--- src/rtl/dc_genlik_cozucu.sv ---
`default_nettype none
// ============================================================================
//  Module   : dc_genlik_cozucu
//  Purpose  : JPEG DC amplitude decoder. Takes a DC category (SSSS), collects
//             that many serial amplitude bits (MSB first), applies the EXTEND
//             rule and accumulates the difference into the DC predictor.
//  Option   : DC_DOYMA_EN - when defined, the predictor addition saturates
//             instead of wrapping.
//  Revision : 1.0 - initial release
// ============================================================================
module dc_genlik_cozucu #(
    parameter int DC_GENISLIK  = 12,
    parameter int KATEGORI_MAX = 11
) (
    input  logic                   clk_i,
    input  logic                   rst_i,
    input  logic                   kat_gecerli_i,
    input  logic [3:0]             kat_i,
    output logic                   kat_hazir_o,
    input  logic                   bit_gecerli_i,
    input  logic                   bit_i,
    output logic                   bit_hazir_o,
    input  logic                   ongorucu_sifirla_i,
    output logic [DC_GENISLIK-1:0] fark_o,
    output logic [DC_GENISLIK-1:0] dc_o,
    output logic                   cikis_gecerli_o,
    output logic                   hata_o
);

    // Amplitude register is as wide as the largest category. It must stay
    // narrower than DC_GENISLIK so EXTEND fits without truncation.
    localparam int         GEN_W   = KATEGORI_MAX;
    localparam logic [3:0] KAT_MAX = 4'(KATEGORI_MAX);

    typedef enum logic [1:0] {
        BOSTA     = 2'd0,
        BIT_TOPLA = 2'd1,
        GENISLET  = 2'd2,
        CIKIS     = 2'd3
    } durum_t;

    durum_t                 durum_q, durum_d;
    logic [3:0]             kat_q;
    logic [3:0]             sayac_q;
    logic [GEN_W-1:0]       genlik_q;
    logic [DC_GENISLIK-1:0] ongorucu_q;
    logic [DC_GENISLIK-1:0] fark_q;
    logic [DC_GENISLIK-1:0] dc_q;
    logic                   hata_q;

    logic                   w_kat_al;
    logic                   w_bit_al;
    logic                   w_tepe;
    logic [DC_GENISLIK-1:0] w_fark;
    logic [DC_GENISLIK-1:0] w_p;
    logic [DC_GENISLIK-1:0] w_dc;

    assign w_kat_al = kat_gecerli_i & kat_hazir_o;
    assign w_bit_al = bit_gecerli_i & bit_hazir_o;

    // State register.
    always_ff @(posedge clk_i) begin
        if (rst_i) begin
            durum_q <= BOSTA;
        end else begin
            durum_q <= durum_d;
        end
    end

    // Next-state and handshake outputs.
    always_comb begin
        durum_d         = durum_q;
        kat_hazir_o     = 1'b0;
        bit_hazir_o     = 1'b0;
        cikis_gecerli_o = 1'b0;
        case (durum_q)
            BOSTA: begin
                kat_hazir_o = 1'b1;
                if (w_kat_al) begin
                    // Category 0 and illegal categories carry no amplitude bits.
                    if ((kat_i == 4'd0) || (kat_i > KAT_MAX)) begin
                        durum_d = GENISLET;
                    end else begin
                        durum_d = BIT_TOPLA;
                    end
                end
            end
            BIT_TOPLA: begin
                bit_hazir_o = 1'b1;
                if (bit_gecerli_i && (sayac_q == 4'd1)) begin
                    durum_d = GENISLET;
                end
            end
            GENISLET: begin
                durum_d = CIKIS;
            end
            CIKIS: begin
                cikis_gecerli_o = 1'b1;
                durum_d         = BOSTA;
            end
            default: begin
                durum_d = BOSTA;
            end
        endcase
    end

    // EXTEND of the collected amplitude and predictor addition.
    always_comb begin
        // Top collected bit decides sign: 1 means positive difference.
        w_tepe = |(genlik_q & (GEN_W'(1) << (kat_q - 4'd1)));
        if ((kat_q == 4'd0) || (kat_q > KAT_MAX)) begin
            w_fark = '0;
        end else if (w_tepe) begin
            w_fark = DC_GENISLIK'(genlik_q);
        end else begin
            w_fark = DC_GENISLIK'(genlik_q) - (DC_GENISLIK'(1) << kat_q) + DC_GENISLIK'(1);
        end
        // A clear arriving in the same cycle wins over the stored predictor.
        w_p = ongorucu_sifirla_i ? '0 : ongorucu_q;
    end

`ifdef DC_DOYMA_EN
    logic [DC_GENISLIK:0] w_toplam;

    // Saturating add: one guard bit detects overflow in either direction.
    always_comb begin
        w_toplam = {w_p[DC_GENISLIK-1], w_p} + {w_fark[DC_GENISLIK-1], w_fark};
        if (w_toplam[DC_GENISLIK] != w_toplam[DC_GENISLIK-1]) begin
            w_dc = w_toplam[DC_GENISLIK] ? {1'b1, {(DC_GENISLIK-1){1'b0}}}
                                         : {1'b0, {(DC_GENISLIK-1){1'b1}}};
        end else begin
            w_dc = w_toplam[DC_GENISLIK-1:0];
        end
    end
`else
    // Plain modular add.
    always_comb begin
        w_dc = w_p + w_fark;
    end
`endif

    // Datapath: category latch, bit shifter, predictor and result registers.
    always_ff @(posedge clk_i) begin
        if (rst_i) begin
            kat_q      <= '0;
            sayac_q    <= '0;
            genlik_q   <= '0;
            ongorucu_q <= '0;
            fark_q     <= '0;
            dc_q       <= '0;
            hata_q     <= 1'b0;
        end else begin
            if (w_kat_al) begin
                kat_q    <= kat_i;
                sayac_q  <= kat_i;
                genlik_q <= '0;
                if (kat_i > KAT_MAX) begin
                    hata_q <= 1'b1;
                end
            end
            if (w_bit_al) begin
                genlik_q <= {genlik_q[GEN_W-2:0], bit_i};
                sayac_q  <= sayac_q - 4'd1;
            end
            if (durum_q == GENISLET) begin
                fark_q     <= w_fark;
                dc_q       <= w_dc;
                ongorucu_q <= w_dc;
            end else if (ongorucu_sifirla_i) begin
                ongorucu_q <= '0;
            end
        end
    end

    assign fark_o = fark_q;
    assign dc_o   = dc_q;
    assign hata_o = hata_q;

endmodule
`default_nettype wire

--- config.mk ---
export PLATFORM = sky130hd
export DESIGN_NAME = dc_genlik_cozucu
export DESIGN_NICKNAME = d
export VERILOG_FILES = /design/src/rtl/dc_genlik_cozucu.sv
export SDC_FILE = /design/constraint.sdc
export NUM_CORES = 1
export LEC_CHECK = 0
export CAP_MARGIN = 20
export CORE_ASPECT_RATIO = 1.25
export CORE_MARGIN = 5
export CORE_UTILIZATION = 57
export DETAILED_ROUTE_END_ITERATION = 6
export GPL_TIMING_DRIVEN = 0
export PLACE_DENSITY = 0.79
export SYNTH_ARGS = -nofsm -noshare
export SYNTH_HDL_FRONTEND = slang
export SYNTH_SLANG_ARGS = --single-unit
--- constraint.sdc ---
create_clock -name clk_i -period 5.2 [get_ports clk_i]
set_input_delay 0.78 -clock clk_i [delete_from_list [all_inputs] [get_ports clk_i]]
set_output_delay 0.78 -clock clk_i [all_outputs]
set_load 0.02 [all_outputs]
==> impl_metrics.json <==
{
  "core_area_um2": 6440,
  "hold_viol": 0,
  "async_reset_ff_frac": 0,
  "peakVddDrop_v": 0.000328,
  "grt_usage": 0.236,
  "avgRoutedWirePerCell_um": 15.5,
  "area_growth_pct": 18.9,
  "critPathKind": "reg -> reg",
  "io_buffers": 37,
  "cts_tree": "built",
  "place_congestion": 0.881,
  "clock.fmax_mhz": 206,
  "dp.cells": 580,
  "hold_path_class": "reg -> reg",
  "ys.flop_type": "dfxtp_1",
  "die_area_um2": 8250,
  "hpwlAfterDp_um": 6850,
  "endpoint": "ongorucu_q[11]",
  "busiest_layer": "met2",
  "drt-initial-drc-count": 248,
  "cts_sinks": 58,
  "synth_nets": 506,
  "relSlewSlack": 0.590,
  "synth_edf_count": 0,
  "ys_ff_latch": 58,
  "tightest_slew_ps": 615,
  "drv_cap": 0,
  "rsz0062_at_grt": "false",
  "layout_commonest_cell": "nand2_1",
  "clkTransAtPathRegs_ps": 70,
  "stdcell_count": 594,
  "fin_crit_ps": 4850,
  "setup_viol": 0,
  "finalSetupTns_ps": 0,
  "status": "complete, no violations",
  "drive_above_1_share": 0.0572,
  "syn-cell-area_um2": 3720,
  "power.density_nw_per_um2": 421,
  "grt_pass1_wl_um": 15200,
  "syn_inst": 456,
  "design_area_um2": 4420,
  "via_per_inst": 5.78,
  "antenna_found_initial": 0,
  "fin_worst_skew_ps": 12.0,
  "start_kind": "register",
  "start_util": 0.578,
  "use_met3": 0.0386,
  "grt_overflow": 0,
  "arrival_ps": 5130,
  "cts_made_buffers": 9,
  "r2r_start": "kat_q[2]",
  "p_leak_nw": 1.68,
  "root_buffer": "clkbuf_8",
  "cp-startpoint": "kat_q[2]",
  "yosys_warnings": 0,
  "diodes": 0,
  "drtPass1Iterations": 5,
  "cts.path.max_buffers": 2,
  "wirelength_um": 9210,
  "post-route-period-util": 0.933,
  "grt_use_met2": 0.389,
  "place_area_um2": 4200,
  "pin_count": 38,
  "ys_seq_area_frac": 0.312,
  "htree_levels": 3,
  "die_y_um": 100,
  "rr_worst_depth": 22,
  "grtUsageMet1": 0.294,
  "clk_latency_ps": 330,
  "total_power_mw": 1.86,
  "num_rows": 33,
  "nets": 552,
  "cp-end-kind": "register",
  "yosysUniqueCellTypes": 56,
  "grt_max_degree": 11,
  "r2r_end": "ongorucu_q[11]",
  "final_cell_mix": "nand2_1, dfxtp_1, nor2_1",
  "regToRegSetupSlack_ps": 350,
  "cp_data_required_time_ps": 5480,
  "fp.dieW_um": 82.3,
  "fill_cells": 556,
  "synth.avg_cell_area_um2": 8.16,
  "ant_nets": 0,
  "drc": 0,
  "crit_fanout": 10,
  "grt_pass1_vias": 3359,
  "dr_total_vias": 3433,
  "slew_viol_final": 0
}
-- sequential cells by signal, indices dropped and copies added, names as in the netlist --
signal and cells:
dc_o 12, durum_q 2, ongorucu_q 12, sayac_q 4, kat_q 4, genlik_q 11, fark_o 12, hata_o 1
-- metal layers --
| metal | share of wire | wire, µm |
|---|---|---|
| met1 | 0.43 | 3940 |
| met4 | 0.026 | 244 |
| met5 | 0 | 0 |
| met2 | 0.49 | 4520 |
| met3 | 0.056 | 513 |
-- report_power, final --
| part | internal, mW | switching [mW] | total (mW) | leakage (nW) |
|---|---|---|---|---|
| registers | 0.505 | 0.0429 | 0.548 | 0.471 |
| logic | 0.327 | 0.529 | 0.856 | 1.10 |
| clock network | 0.281 | 0.179 | 0.460 | 0.109 |
| total | 1.11 | 0.751 | 1.86 | 1.68 |
-- cells in the mapped netlist, drive strengths merged (2+ instances only) --
library cell,n,share of area
inv,16,0.016
nor2,54,0.054
nor4,2,0.0074
fa,2,0.011
nand4,2,0.0034
o211ai,4,0.0081
nand3,10,0.013
and2,4,0.0067
a21oi,33,0.044
nand2b,3,0.0050
nand2,58,0.059
a211oi,6,0.012
a21boi,3,0.0061
a21o,4,0.0081
mux2i,14,0.038
xor2,8,0.019
nor3,3,0.0040
o21a,4,0.0081
buf,7,0.0087
a22oi,12,0.024
or3,3,0.0050
ha,38,0.13
a31oi,7,0.012
o21bai,3,0.0061
o31ai,7,0.014
nor2b,22,0.038
a22o,2,0.0047
dfxtp,58,0.31
o21ai,23,0.031
xnor2,8,0.019
and3,4,0.0067
a31o,2,0.0047
a2111oi,2,0.0047
clkbuf,14,0.014
-- worst max-delay path, stage by stage, from the launching register on --
cell,delay (ps)
dfxtp_1,310
buf_2,250
nor2_2,100
and2_1,160
ha_1,270
inv_1,40
ha_1,220
fa_1,430
a211oi_1,300
o21bai_1,160
a21oi_1,240
xor2_1,240
nor2_1,90
a21oi_2,200
nor2_1,70
ha_1,400
o21ai_1,90
a21oi_1,150
o21ai_0,110
and3_1,260
and2_1,170
a2111oi_1,400
a31o_1,140
-- cell type report --
cell class,count,area [µm²],share of cell area
multi-input combinational,360,2420,0.547
sequential,58,1160,0.263
timing repair buffer,37,370,0.0837
clock buffer,11,141,0.0320
tap,87,109,0.0246
clock inverter,5,77.6,0.0175
buffer,19,77.6,0.0175
inverter,17,63.8,0.0144
-- how the worst min path moves through the flow --
stage	from	to	slack [ps]	cells past startpoint
6_report	fark_o[10]	fark_o[10]	450	2
5_1_grt	fark_o[7]	fark_o[7]	470	2
4_1_cts	fark_o[10]	fark_o[10]	450	2
3_5_place_dp	dc_o[8]	dc_o[8]	440	2
3_3_place_gp	dc_o[8]	dc_o[8]	430	2
2_1_floorplan	sayac_q[1]	sayac_q[1]	460	2
-- per-stage QoR --
stage,utilization,hold WS [ps],setup slack [ps]
final,0.687,447,350
after floorplan,-,461,886
after global routing,0.687,473,25.4
after global placement,0.652,434,294
after detailed placement,0.652,441,219
after CTS,0.686,451,104
-- logic make-up after synthesis --
logic type	Yosys count	synth area share
AND/OR/NAND/NOR	169	0.211
AO/OA/AOI/OAI	118	0.208
flip-flops	58	0.312
adder cells (fa/ha/maj)	40	0.139
buffers and inverters	38	0.0400
XOR/XNOR	17	0.0437
multiplexers	16	0.0468
-- repair_timing --
item                       CTS  global route
hold buffers                 0             0
gates resized for setup      0             6
setup endpoints to repair    0             2
setup buffers                0             0
Power figures use the tool's default switching activity.
